<file path="config.mk">
export PLATFORM = sky130hd
export DESIGN_NAME = boot_loader_ctrl
export DESIGN_NICKNAME = d
export VERILOG_FILES = /design/src/rtl/boot_loader_ctrl_pkg.sv /design/src/rtl/uart_rx_byte.sv /design/src/rtl/boot_loader_ctrl.sv
export SDC_FILE = /design/constraint.sdc
export NUM_CORES = 1
export LEC_CHECK = 0
export CAP_MARGIN = 20
export CORE_MARGIN = 2
export CORE_UTILIZATION = 40
export CTS_BUF_LIST = sky130_fd_sc_hd__clkbuf_8
export CTS_CLUSTER_DIAMETER = 150
export DETAILED_ROUTE_END_ITERATION = 16
export GPL_ROUTABILITY_DRIVEN = 0
export SYNTH_ARGS = -nofsm -noshare
export SYNTH_HDL_FRONTEND = slang
export SYNTH_SLANG_ARGS = --single-unit
</file>
<file path="constraint.sdc">
create_clock -name clk -period 3.8 [get_ports clk]
set_clock_uncertainty 0.05 [all_clocks]
set_input_delay 0.76 -clock clk [delete_from_list [all_inputs] [get_ports clk]]
set_output_delay 0.76 -clock clk [all_outputs]
set_load 0.02 [all_outputs]
</file>
<file path="src/rtl/boot_loader_ctrl_pkg.sv">
// Shared constants, state encodings and helpers for the serial boot loader.
package boot_loader_ctrl_pkg;

  localparam int unsigned BYTE_W    = 8;
  localparam int unsigned WORD_W    = 16;
  localparam int unsigned COUNT_W   = 16;
  localparam int unsigned ADDR_W    = 13;
  localparam int unsigned BANK_W    = 3;
  localparam int unsigned NUM_BANKS = 8;

  // Command bytes accepted in IDLE
  localparam logic [BYTE_W-1:0] CMD_INSTR = 8'hA5;
  localparam logic [BYTE_W-1:0] CMD_DATA  = 8'h5A;
  localparam logic [BYTE_W-1:0] CMD_RUN   = 8'hC3;

  // Inactive (NOP) levels for the memory strobes
  localparam logic [0:NUM_BANKS-1] CSB_NOP    = '1;
  localparam logic                 ENB_NOP    = 1'b1;
  localparam logic [3:0]           DATA_WMASK = 4'b0011;

  typedef enum logic [3:0] {
    ST_IDLE,
    ST_ADDR_H,
    ST_ADDR_L,
    ST_CNT_H,
    ST_CNT_L,
    ST_DAT_H,
    ST_DAT_L,
    ST_WRITE,
    ST_RUN
  } boot_state_t;

  typedef enum logic [1:0] {
    RX_IDLE,
    RX_START,
    RX_DATA,
    RX_STOP
  } rx_state_t;

  // One-cold bank select: only the addressed bank is pulled low
  function automatic logic [0:NUM_BANKS-1] bank_csb(input logic [BANK_W-1:0] bank);
    logic [0:NUM_BANKS-1] csb;
    csb       = CSB_NOP;
    csb[bank] = 1'b0;
    return csb;
  endfunction

endpackage

</file>
<file path="src/rtl/uart_rx_byte.sv">
// 8N1 byte receiver with input synchroniser and mid-bit sampling.
module uart_rx_byte
  import boot_loader_ctrl_pkg::*;
#(
  parameter int unsigned CLKS_PER_BIT = 16,
  parameter int unsigned SYNC_STAGES  = 2
) (
  input  logic              clk,
  input  logic              reset,
  input  logic              rx,
  output logic              byte_valid,
  output logic [BYTE_W-1:0] byte_data,
  output logic              frame_err
);

  localparam int unsigned CNT_W = $clog2(CLKS_PER_BIT);
  localparam logic [CNT_W-1:0] FULL_RELOAD = CNT_W'(CLKS_PER_BIT - 1);
  localparam logic [CNT_W-1:0] HALF_RELOAD = CNT_W'(CLKS_PER_BIT / 2 - 1);

  logic [SYNC_STAGES-1:0] sync_q;
  logic                   rx_s;
  logic                   prev_q;

  rx_state_t         rstate_q, rstate_n;
  logic [CNT_W-1:0]  cnt_q, cnt_n;
  logic [2:0]        bit_q, bit_n;
  logic [BYTE_W-1:0] shreg_q, shreg_n;
  logic              valid_n, ferr_n;
  logic [BYTE_W-1:0] data_n;

  assign rx_s = sync_q[SYNC_STAGES-1];

  // Synchroniser chain; idles high so reset does not look like a start edge
  always_ff @(posedge clk or negedge reset) begin
    if (!reset) begin
      sync_q <= '1;
      prev_q <= 1'b1;
    end else begin
      sync_q[0] <= rx;
      for (int unsigned i = 1; i < SYNC_STAGES; i++) begin
        sync_q[i] <= sync_q[i-1];
      end
      prev_q <= rx_s;
    end
  end

  // Receiver state register and registered outputs
  always_ff @(posedge clk or negedge reset) begin
    if (!reset) begin
      rstate_q   <= RX_IDLE;
      cnt_q      <= '0;
      bit_q      <= '0;
      shreg_q    <= '0;
      byte_valid <= 1'b0;
      frame_err  <= 1'b0;
      byte_data  <= '0;
    end else begin
      rstate_q   <= rstate_n;
      cnt_q      <= cnt_n;
      bit_q      <= bit_n;
      shreg_q    <= shreg_n;
      byte_valid <= valid_n;
      frame_err  <= ferr_n;
      byte_data  <= data_n;
    end
  end

  // Next-state: qualify start at half bit, then sample every full bit
  always_comb begin
    rstate_n = rstate_q;
    cnt_n    = cnt_q;
    bit_n    = bit_q;
    shreg_n  = shreg_q;
    valid_n  = 1'b0;
    ferr_n   = 1'b0;
    data_n   = byte_data;
    unique case (rstate_q)
      RX_IDLE: begin
        if (prev_q && !rx_s) begin
          rstate_n = RX_START;
          cnt_n    = HALF_RELOAD;
        end
      end
      RX_START: begin
        if (cnt_q == '0) begin
          if (!rx_s) begin
            rstate_n = RX_DATA;
            cnt_n    = FULL_RELOAD;
            bit_n    = 3'd0;
          end else begin
            rstate_n = RX_IDLE;
          end
        end else begin
          cnt_n = cnt_q - CNT_W'(1);
        end
      end
      RX_DATA: begin
        if (cnt_q == '0) begin
          shreg_n = {rx_s, shreg_q[BYTE_W-1:1]};
          cnt_n   = FULL_RELOAD;
          if (bit_q == 3'd7) begin
            rstate_n = RX_STOP;
          end else begin
            bit_n = bit_q + 3'd1;
          end
        end else begin
          cnt_n = cnt_q - CNT_W'(1);
        end
      end
      RX_STOP: begin
        if (cnt_q == '0) begin
          rstate_n = RX_IDLE;
          if (rx_s) begin
            valid_n = 1'b1;
            data_n  = shreg_q;
          end else begin
            ferr_n = 1'b1;
          end
        end else begin
          cnt_n = cnt_q - CNT_W'(1);
        end
      end
      default: rstate_n = RX_IDLE;
    endcase
  end

endmodule

</file>
<file path="src/rtl/boot_loader_ctrl.sv">
// Serial boot loader: decodes a byte protocol and writes instr/data memories.
module boot_loader_ctrl
  import boot_loader_ctrl_pkg::*;
#(
  parameter int unsigned CLKS_PER_BIT = 16,
  parameter int unsigned SYNC_STAGES  = 2
) (
  input  logic                 clk,
  input  logic                 reset,
  input  logic                 serial_in,
  output logic                 start,
  output logic                 busy,
  output logic                 err,
  output logic [0:NUM_BANKS-1] instr_mem_csb,
  output logic                 instrw_enb,
  output logic [3:0]           instr_wmask,
  output logic [8:0]           instr_mem_addr_9bit,
  output logic [WORD_W-1:0]    instr_write_data,
  output logic                 data_mem_csb,
  output logic                 dataw_enb,
  output logic [3:0]           data_wmask,
  output logic [7:0]           data_mem_addr,
  output logic [WORD_W-1:0]    data_write_data
);

  logic              rx_valid;
  logic              rx_ferr;
  logic [BYTE_W-1:0] rx_data;

  boot_state_t        state_q, state_n;
  logic               target_instr_q, target_instr_n;
  logic [ADDR_W-1:0]  addr_q, addr_n;
  logic [COUNT_W-1:0] count_q, count_n;
  logic [BYTE_W-1:0]  data_hi_q, data_hi_n;
  logic               err_set_c;
  logic [WORD_W-1:0]  wr_word_c;
  logic [COUNT_W-1:0] cnt_load_c;
  logic [7:0]         daddr_inc_c;
  logic [ADDR_W-1:0]  addr_inc_c;

  uart_rx_byte #(
    .CLKS_PER_BIT (CLKS_PER_BIT),
    .SYNC_STAGES  (SYNC_STAGES)
  ) u_rx (
    .clk        (clk),
    .reset      (reset),
    .rx         (serial_in),
    .byte_valid (rx_valid),
    .byte_data  (rx_data),
    .frame_err  (rx_ferr)
  );

  // Data-memory byte mask is fixed
  assign data_wmask = DATA_WMASK;

  // FSM state register
  always_ff @(posedge clk or negedge reset) begin
    if (!reset) state_q <= ST_IDLE;
    else        state_q <= state_n;
  end

  // Load registers: target, address, count and high data byte
  always_ff @(posedge clk or negedge reset) begin
    if (!reset) begin
      target_instr_q <= 1'b0;
      addr_q         <= '0;
      count_q        <= '0;
      data_hi_q      <= '0;
    end else begin
      target_instr_q <= target_instr_n;
      addr_q         <= addr_n;
      count_q        <= count_n;
      data_hi_q      <= data_hi_n;
    end
  end

  // Next-state and load decode; a framing error aborts back to IDLE
  always_comb begin
    state_n        = state_q;
    target_instr_n = target_instr_q;
    addr_n         = addr_q;
    count_n        = count_q;
    data_hi_n      = data_hi_q;
    err_set_c      = 1'b0;
    wr_word_c      = {data_hi_q, rx_data};
    cnt_load_c     = {count_q[COUNT_W-1:8], rx_data};
    daddr_inc_c    = addr_q[7:0] + 8'd1;
    addr_inc_c     = target_instr_q ? (addr_q + ADDR_W'(1))
                                    : {(ADDR_W-8)'(0), daddr_inc_c};
    unique case (state_q)
      ST_IDLE: begin
        if (rx_valid) begin
          unique case (rx_data)
            CMD_INSTR: begin
              target_instr_n = 1'b1;
              state_n        = ST_ADDR_H;
            end
            CMD_DATA: begin
              target_instr_n = 1'b0;
              state_n        = ST_ADDR_H;
            end
            CMD_RUN: state_n = ST_RUN;
            default: err_set_c = 1'b1;
          endcase
        end
      end
      ST_ADDR_H: begin
        if (rx_valid) begin
          addr_n  = {rx_data[ADDR_W-9:0], addr_q[7:0]};
          state_n = ST_ADDR_L;
        end
      end
      ST_ADDR_L: begin
        if (rx_valid) begin
          addr_n  = {addr_q[ADDR_W-1:8], rx_data};
          state_n = ST_CNT_H;
        end
      end
      ST_CNT_H: begin
        if (rx_valid) begin
          count_n = {rx_data, count_q[7:0]};
          state_n = ST_CNT_L;
        end
      end
      ST_CNT_L: begin
        if (rx_valid) begin
          count_n = cnt_load_c;
          state_n = (cnt_load_c == '0) ? ST_IDLE : ST_DAT_H;
        end
      end
      ST_DAT_H: begin
        if (rx_valid) begin
          data_hi_n = rx_data;
          state_n   = ST_DAT_L;
        end
      end
      ST_DAT_L: begin
        if (rx_valid) state_n = ST_WRITE;
      end
      ST_WRITE: begin
        addr_n  = addr_inc_c;
        count_n = count_q - COUNT_W'(1);
        state_n = (count_q == COUNT_W'(1)) ? ST_IDLE : ST_DAT_H;
      end
      ST_RUN: state_n = ST_RUN;
      default: state_n = ST_IDLE;
    endcase
    if (rx_ferr && state_q != ST_RUN) begin
      err_set_c = 1'b1;
      state_n   = ST_IDLE;
    end
  end

  // Registered outputs; strobes go active only for the single WRITE cycle
  always_ff @(posedge clk or negedge reset) begin
    if (!reset) begin
      start               <= 1'b0;
      busy                <= 1'b0;
      err                 <= 1'b0;
      instr_mem_csb       <= CSB_NOP;
      instrw_enb          <= ENB_NOP;
      instr_wmask         <= '0;
      instr_mem_addr_9bit <= '0;
      instr_write_data    <= '0;
      data_mem_csb        <= ENB_NOP;
      dataw_enb           <= ENB_NOP;
      data_mem_addr       <= '0;
      data_write_data     <= '0;
    end else begin
      start         <= (state_n == ST_RUN);
      busy          <= (state_n != ST_IDLE) && (state_n != ST_RUN);
      instr_mem_csb <= CSB_NOP;
      instrw_enb    <= ENB_NOP;
      data_mem_csb  <= ENB_NOP;
      dataw_enb     <= ENB_NOP;
      if (err_set_c) err <= 1'b1;
      if (state_n == ST_WRITE) begin
        if (target_instr_q) begin
          instrw_enb          <= 1'b0;
          instr_mem_csb       <= bank_csb(addr_q[ADDR_W-1:ADDR_W-BANK_W]);
          instr_wmask         <= {addr_q[0], addr_q[0], ~addr_q[0], ~addr_q[0]};
          instr_mem_addr_9bit <= addr_q[9:1];
          instr_write_data    <= wr_word_c;
        end else begin
          dataw_enb       <= 1'b0;
          data_mem_csb    <= 1'b0;
          data_mem_addr   <= addr_q[7:0];
          data_write_data <= wr_word_c;
        end
      end
    end
  end

endmodule
</file>
# After elaboration in Yosys (flattened, before gate mapping)
# Index checks and enable logic that the tools add are counted.
# classes
shift	0
add_sub_neg	5
n_bitwise	8
eq_ne	33
div	0
n_mux	56
magnitude_cmp	2
n_reduce_logical	31
mul	0
# op_table
operator	n
two-way mux 4 bit	13
one-hot mux 16 bit (3 select lines)	1
one-hot mux 13 bit (3 select lines)	1
one-hot mux 4 bit (9 select lines)	1
two-way mux 8 bit	4
two-way mux 13 bit	2
AND reduction 3 bit	7
== test 4 x 3 -> 1 bit (second input constant)	5
two-way mux 3 bit	6
!= test 2 x 1 -> 1 bit (second input constant)	9
== test 16 x 1 -> 1 bit (second input constant)	1
== test 8 bit (second input constant)	2
logical NOT 16 bit	1
two-way mux 16 bit	1
one-hot mux 4 bit (4 select lines)	1
subtractor 16 x 1 -> 16 bit (second input constant)	1
two-way mux 1 bit	15
adder 13 x 1 -> 13 bit (second input constant)	1
two-way mux 2 bit	6
nonzero test 2 bit	6
AND reduction 5 bit	2
adder 8 x 1 -> 8 bit (second input constant)	1
== test 4 x 2 -> 1 bit (second input constant)	2
== test 4 bit (second input constant)	2
28 further kinds	44
# totals
elab_cells	162
output_inout_bits	71
mem_bits_ro	0
latchBits	0
ram_bits	0
memories	0
regBits	137

# Depth between registers and ports, before layout
# logic_depth
word_depth	8
ltp_mapped	9

# By module
# Synthesis repeated with hierarchy kept, for this count alone.
# hier_totals
cells_unflattened	576
hier_area_um2	6448.7
# modules_own_cells
mod	instances	seq_area_each_um2	area_per_inst_um2	cells_each
boot_loader_ctrl	1	2665.1	5072.4	466
uart_rx_byte	1	754.5	1376.3	110

# Worst setup path after synthesis
# Ideal clock, no wire load.
# synth_path
path_kind	register -> register
from	register state_q[0]
to	register data_mem_addr[7]
setup_time_ns	0.125
arrival_time_ns	2.430
stages_incl_launch_ff	10
path_buffers	3
setup_slack_ns	1.195
path_cell_list	dfrtp_1 -> or2_1 -> buf_6 -> or4b_4 -> a21o_1 -> nand4b_2 -> and4b_1 -> buf_2 -> buf_2 -> mux2_2
# synth_via
elab_chain_len	6
# synth_rtl
item	line_no	rtl
from (decl)	boot_loader_ctrl.sv:30	boot_state_t state_q, state_n;
from (signal assigned)	boot_loader_ctrl.sv:59	else state_q <= state_n;
one-hot mux 4 bit (2 select lines)	boot_loader_ctrl.sv:93	unique case (rx_data)
two-way mux 4 bit	boot_loader_ctrl.sv:92	if (rx_valid) begin
one-hot mux 4 bit (9 select lines)	boot_loader_ctrl.sv:90	unique case (state_q)
two-way mux 4 bit *	boot_loader_ctrl.sv:148	if (rx_ferr && state_q != ST_RUN) begin
== test 4 x 3 -> 1 bit *	boot_loader_ctrl.sv:177	if (state_n == ST_WRITE) begin
AND reduction 2 bit (no line) *	n/a	
to (signal assigned)	boot_loader_ctrl.sv:187	data_mem_addr <= addr_q[7:0];
to (decl)	boot_loader_ctrl.sv:22	output logic [7:0] data_mem_addr,
# Every way passes the cells marked *; elsewhere a longest branch is shown, timed or not.
# A chain may end at the register's enable or synchronous reset.

# Final worst setup path
# layout_path
from	register state_q[0]
to	register instr_mem_csb[2] (netlist bit)
# layout_via
elab_chain_len	6
# layout_rtl
item	line_no	rtl
one-hot mux 4 bit (2 select lines)	boot_loader_ctrl.sv:93	
two-way mux 4 bit	boot_loader_ctrl.sv:92	
one-hot mux 4 bit (9 select lines)	boot_loader_ctrl.sv:90	
two-way mux 4 bit *	boot_loader_ctrl.sv:148	
== test 4 x 3 -> 1 bit *	boot_loader_ctrl.sv:177	
two-way mux 8 bit *	boot_loader_ctrl.sv:177	
to (signal assigned)	boot_loader_ctrl.sv:180	instr_mem_csb <= bank_csb(addr_q[ADDR_W-1:ADDR_W-BANK_W]);
to (decl)	boot_loader_ctrl.sv:14	output logic [0:NUM_BANKS-1] instr_mem_csb,
# Marks and branches as above.

==> Flow_metrics.wiki <==
{| class="wikitable"
! Metric !! Value
|-
| Max Transition Viols Final || 0
|-
| Routed wire length per instance || around 17 um
|-
| Adder-cell share of the synthesized area || 1.990%
|-
| Hold Violations, Final || 0
|-
| Detailed-route DRC error count || 0
|-
| Pin count of the biggest net entering global routing || 100
|-
| Data required time of the worst path || 4.13 ns
|-
| Endpoint kind of the worst setup timing path || register
|-
| Antenna violations before repair || 0
|-
| Area share of and/or/nand/nor cells after synthesis || 13.83%
|-
| Netlist cell types || 58
|-
| Clock-pin slew on the worst setup and hold paths || 0.08 ns
|-
| H-tree lvl count || 4
|-
| Cell type with the highest aggregate area in the netlist || sky130_fd_sc_hd__dfrtp_1
|-
| Detailed placer's ending HPWL || 9.237 mm
|-
| Worst slew margin relative to its limit || a little under two fifths
|-
| Setup violations, final || 0
|-
| Worst IR drop on VDD || ~0.22 mV
|-
| Part of the Yosys area used for sequential elements || 54.39%
|-
| Insertion delay of the later-clocked pin in the worst-skew pair || 0.46 ns
|-
| Detail-routed via count per cell || 5.359
|-
| Total leakage power || 3.382 nW
|-
| Number of register bits inferred by synthesis || 136
|-
| Final core utilization || between 40% and 50%
|-
| Area grow syn2layout || 20.34%
|-
| Die Outline Area || 0.01674 mm^2
|-
| # resized after CTS || 0
|-
| Worst min-delay path class || input port to async pin
|-
| Synthesized area per cell || approximately 11 um^2
|-
| Warning count from the yosys run || 0
|-
| Minimum clock period || 2.854 ns
|-
| # fillers || 1,390
|-
| Number of clock sinks || 136
|-
| Count of mapped cells out of synthesis || 571
|-
| CTS Buf Count || 17
|-
| Starting density of the core || 41.21%
|-
| Die X || 129.4 um
|-
| Most used standard cells in the synthesized netlist || 123 x sky130_fd_sc_hd__dfrtp_1, 74 x sky130_fd_sc_hd__mux2_2, 52 x sky130_fd_sc_hd__o21ai_0
|-
| Class of the most critical setup path || register to register
|-
| Clk buf depth || 2
|-
| Total detailed-routing wirelength || 14.04 mm
|-
| Multiplexer share of the synthesized area || 13.41%
|-
| Final Cycle Share || 75.10%
|-
| Total global-route track usage || a little under a fifth
|-
| Number of buffers inserted for hold repair after clock tree synthesis || 0
|-
| Post CTS Setup Buffer Count || 0
|-
| Via count || 4,555
|-
| Final antenna-violating net count || 0
|-
| Number of placement rows || 45
|-
| Iteration-0 DRC count of the detailed router || between 200 and 300
|-
| Number of maximum-capacitance constraint violations || 0
|-
| First-pass GRT wire length || 23.29 mm
|-
| Clock tree from TritonCTS || built
|-
| Synth Area in XOR/XNOR || less than 1%
|-
| Setup Total Neg Slack || 0 ns
|-
| Compound-gate portion of the synthesized area || 11.86%
|-
| Antenna Diode Count || 0
|-
| Buffers on Ports || 69
|-
| Main combinational cell family by area after synthesis || simple AND/OR/NAND/NOR gates
|-
| Total standard cell area after synthesis || 0.006287 mm^2
|-
| Final #Nets || 639
|-
| Area inside the core boundary || 0.01526 mm^2
|-
| Critical Path AT || 3.18 ns
|-
| Worst slack at placement || 0.9934 ns
|-
| DR pass1 iterations || 5
|-
| I/O pin total || 74
|-
| Die boundary height || 129.4 um
|-
| Count leader, synth || sky130_fd_sc_hd__dfrtp_1
|-
| PwrDens || 432.4 mW/mm^2
|-
| Maximum clock frequency || 350.4 MHz
|-
| Worst-case setup margin in the final layout || 0.9460 ns
|-
| Primary FF master, synth || sky130_fd_sc_hd__dfrtp_1
|-
| Number of flops mapped to enable cells by yosys || 0
|-
| Run status || completed
|-
| Share of post-route cells with drive strength above 1 || 20.66%
|-
| Leftover overflow at the end of global routing || 0
|-
| Async set or reset register ratio after synthesis || 100.0%
|-
| Cell types with the largest area share after synthesis || sky130_fd_sc_hd__dfrtp_1 49%, sky130_fd_sc_hd__mux2_2 13%, sky130_fd_sc_hd__dfstp_2 5.4%
|-
| Via count of the first global-routing pass || 4,447
|-
| Critical path startpoint category || register
|-
| Transition time at the pin with the least slew margin || approximately 0.95 ns
|-
| Setup repair after global routing missed its margin || no
|-
| Fraction of post-synthesis cell area in the top cell type by area || 48.96%
|-
| Root buffer selected by CTS || sky130_fd_sc_hd__clkbuf_8
|-
| Maximum fanout count along the critical path || 14
|}
[state kept, by name, indices dropped and copies added, names as in the netlist, 9 cells and up, named ones only]
signal / count
count_q: 16
instr_write_data: 16
addr_q: 13
data_write_data: 16
instr_mem_addr_9bit: 9
[metal layers]
metal | vias to the layer above | part of all wire (%) | global-route usage (%)
li1 | 2147 | - | -
met1 | 2264 | 46 | 24.75
met2 | 120 | 48 | 27.77
met3 | 24 | 4.4 | 4.748
met4 | 0 | 2.2 | 7.481
met5 | - | 0 | 0
[kinds of logic (layout without fill, tap and decap cells)]
group	count (synthesis)	count (layout)
and+or+nand+nor	167	167
xor gates and xnor gates	1	1
adders and majority gates	10	10
buffers and inverters	59	125
other	2	4
DFF	136	136
AOI/OAI and AO/OA	121	121
muxes	75	75
[per-stage QoR]
stage / cell area [um^2] / hold WS (ns) / cells / total power (W)
floorplan: 6295 / 0.2952 / 573 / 0.001810
global placement: 7108 / 0.2959 / 818 / 0.001901
detailed placement: 7108 / 0.2969 / 818 / 0.001917
CTS: 7566 / 0.3081 / 850 / 0.003308
global route: 7566 / 0.3105 / 850 / 0.003436
finish: 7566 / 0.3063 / 850 / 0.003271
[report_power, final]
part	switching (W)	total [W]	leakage, nW	internal, W
combinational	0.000206	0.000343	1.30	0.000138
sequential	0.0000499	0.00155	1.84	0.00150
clock	0.000594	0.00138	0.238	0.000787
[cell usage in the layout, fill, tap and decap left out, types with 10 or more instances in the layout]
master	Yosys	routed
sky130_fd_sc_hd__clkbuf_8	0	17
sky130_fd_sc_hd__nand2_1	34	34
sky130_fd_sc_hd__nor2_1	50	50
sky130_fd_sc_hd__a21oi_1	23	23
sky130_fd_sc_hd__o21ai_0	52	52
sky130_fd_sc_hd__nand3_1	14	14
sky130_fd_sc_hd__mux2_2	74	74
sky130_fd_sc_hd__clkdlybuf4s50_1	0	68
sky130_fd_sc_hd__ha_1	10	10
sky130_fd_sc_hd__nor3_1	14	14
sky130_fd_sc_hd__dfstp_2	13	13
sky130_fd_sc_hd__inv_1	17	18
sky130_fd_sc_hd__dfrtp_1	123	123
[worst max-delay path, cell delays in order (launching register included)]
cell	delay, ns
sky130_fd_sc_hd__dfrtp_1	0.51
sky130_fd_sc_hd__or2_1	0.36
sky130_fd_sc_hd__or4b_4	0.57
sky130_fd_sc_hd__a21o_1	0.19
sky130_fd_sc_hd__nand4b_2	0.12
sky130_fd_sc_hd__and4_1	0.37
sky130_fd_sc_hd__inv_2	0.08
sky130_fd_sc_hd__or4b_4	0.51
[final timing paths]
| kind | cells past startpoint | slack (ns) | to | start |
|---|---|---|---|---|
| worst max-delay path | 7 | 0.95 | instr_mem_csb[2]$_DFF_PN1_ | state_q[0]$_DFF_PN0_ |
| worst min-delay path | 1 | 0.31 | count_q[8]$_DFFE_PN0P_ | reset |
| worst max register to register | 7 | 0.95 | instr_mem_csb[2]$_DFF_PN1_ | state_q[0]$_DFF_PN0_ |
| worst min register to register | 0 | 0.31 | u_rx.sync_q[1]$_DFF_PN1_ | u_rx.sync_q[0]$_DFF_PN1_ |
| max in group asynchronous | 2 | 2.63 | u_rx.sync_q[0]$_DFF_PN1_ | reset |
| min in group clk | 0 | 0.31 | u_rx.sync_q[1]$_DFF_PN1_ | u_rx.sync_q[0]$_DFF_PN1_ |
[cell type report]
type,instances,area [um^2],share of cell area [%]
clock buffers,17,234.0,3.092
clock inverters,15,224.0,2.960
inverters,18,67.56,0.8930
multi-input cells,378,2608,34.46
flip-flops and latches,136,3420,45.20
well taps,211,264.0,3.489
repair buffers,75,749.5,9.906
Power figures use the tool's default switching activity.
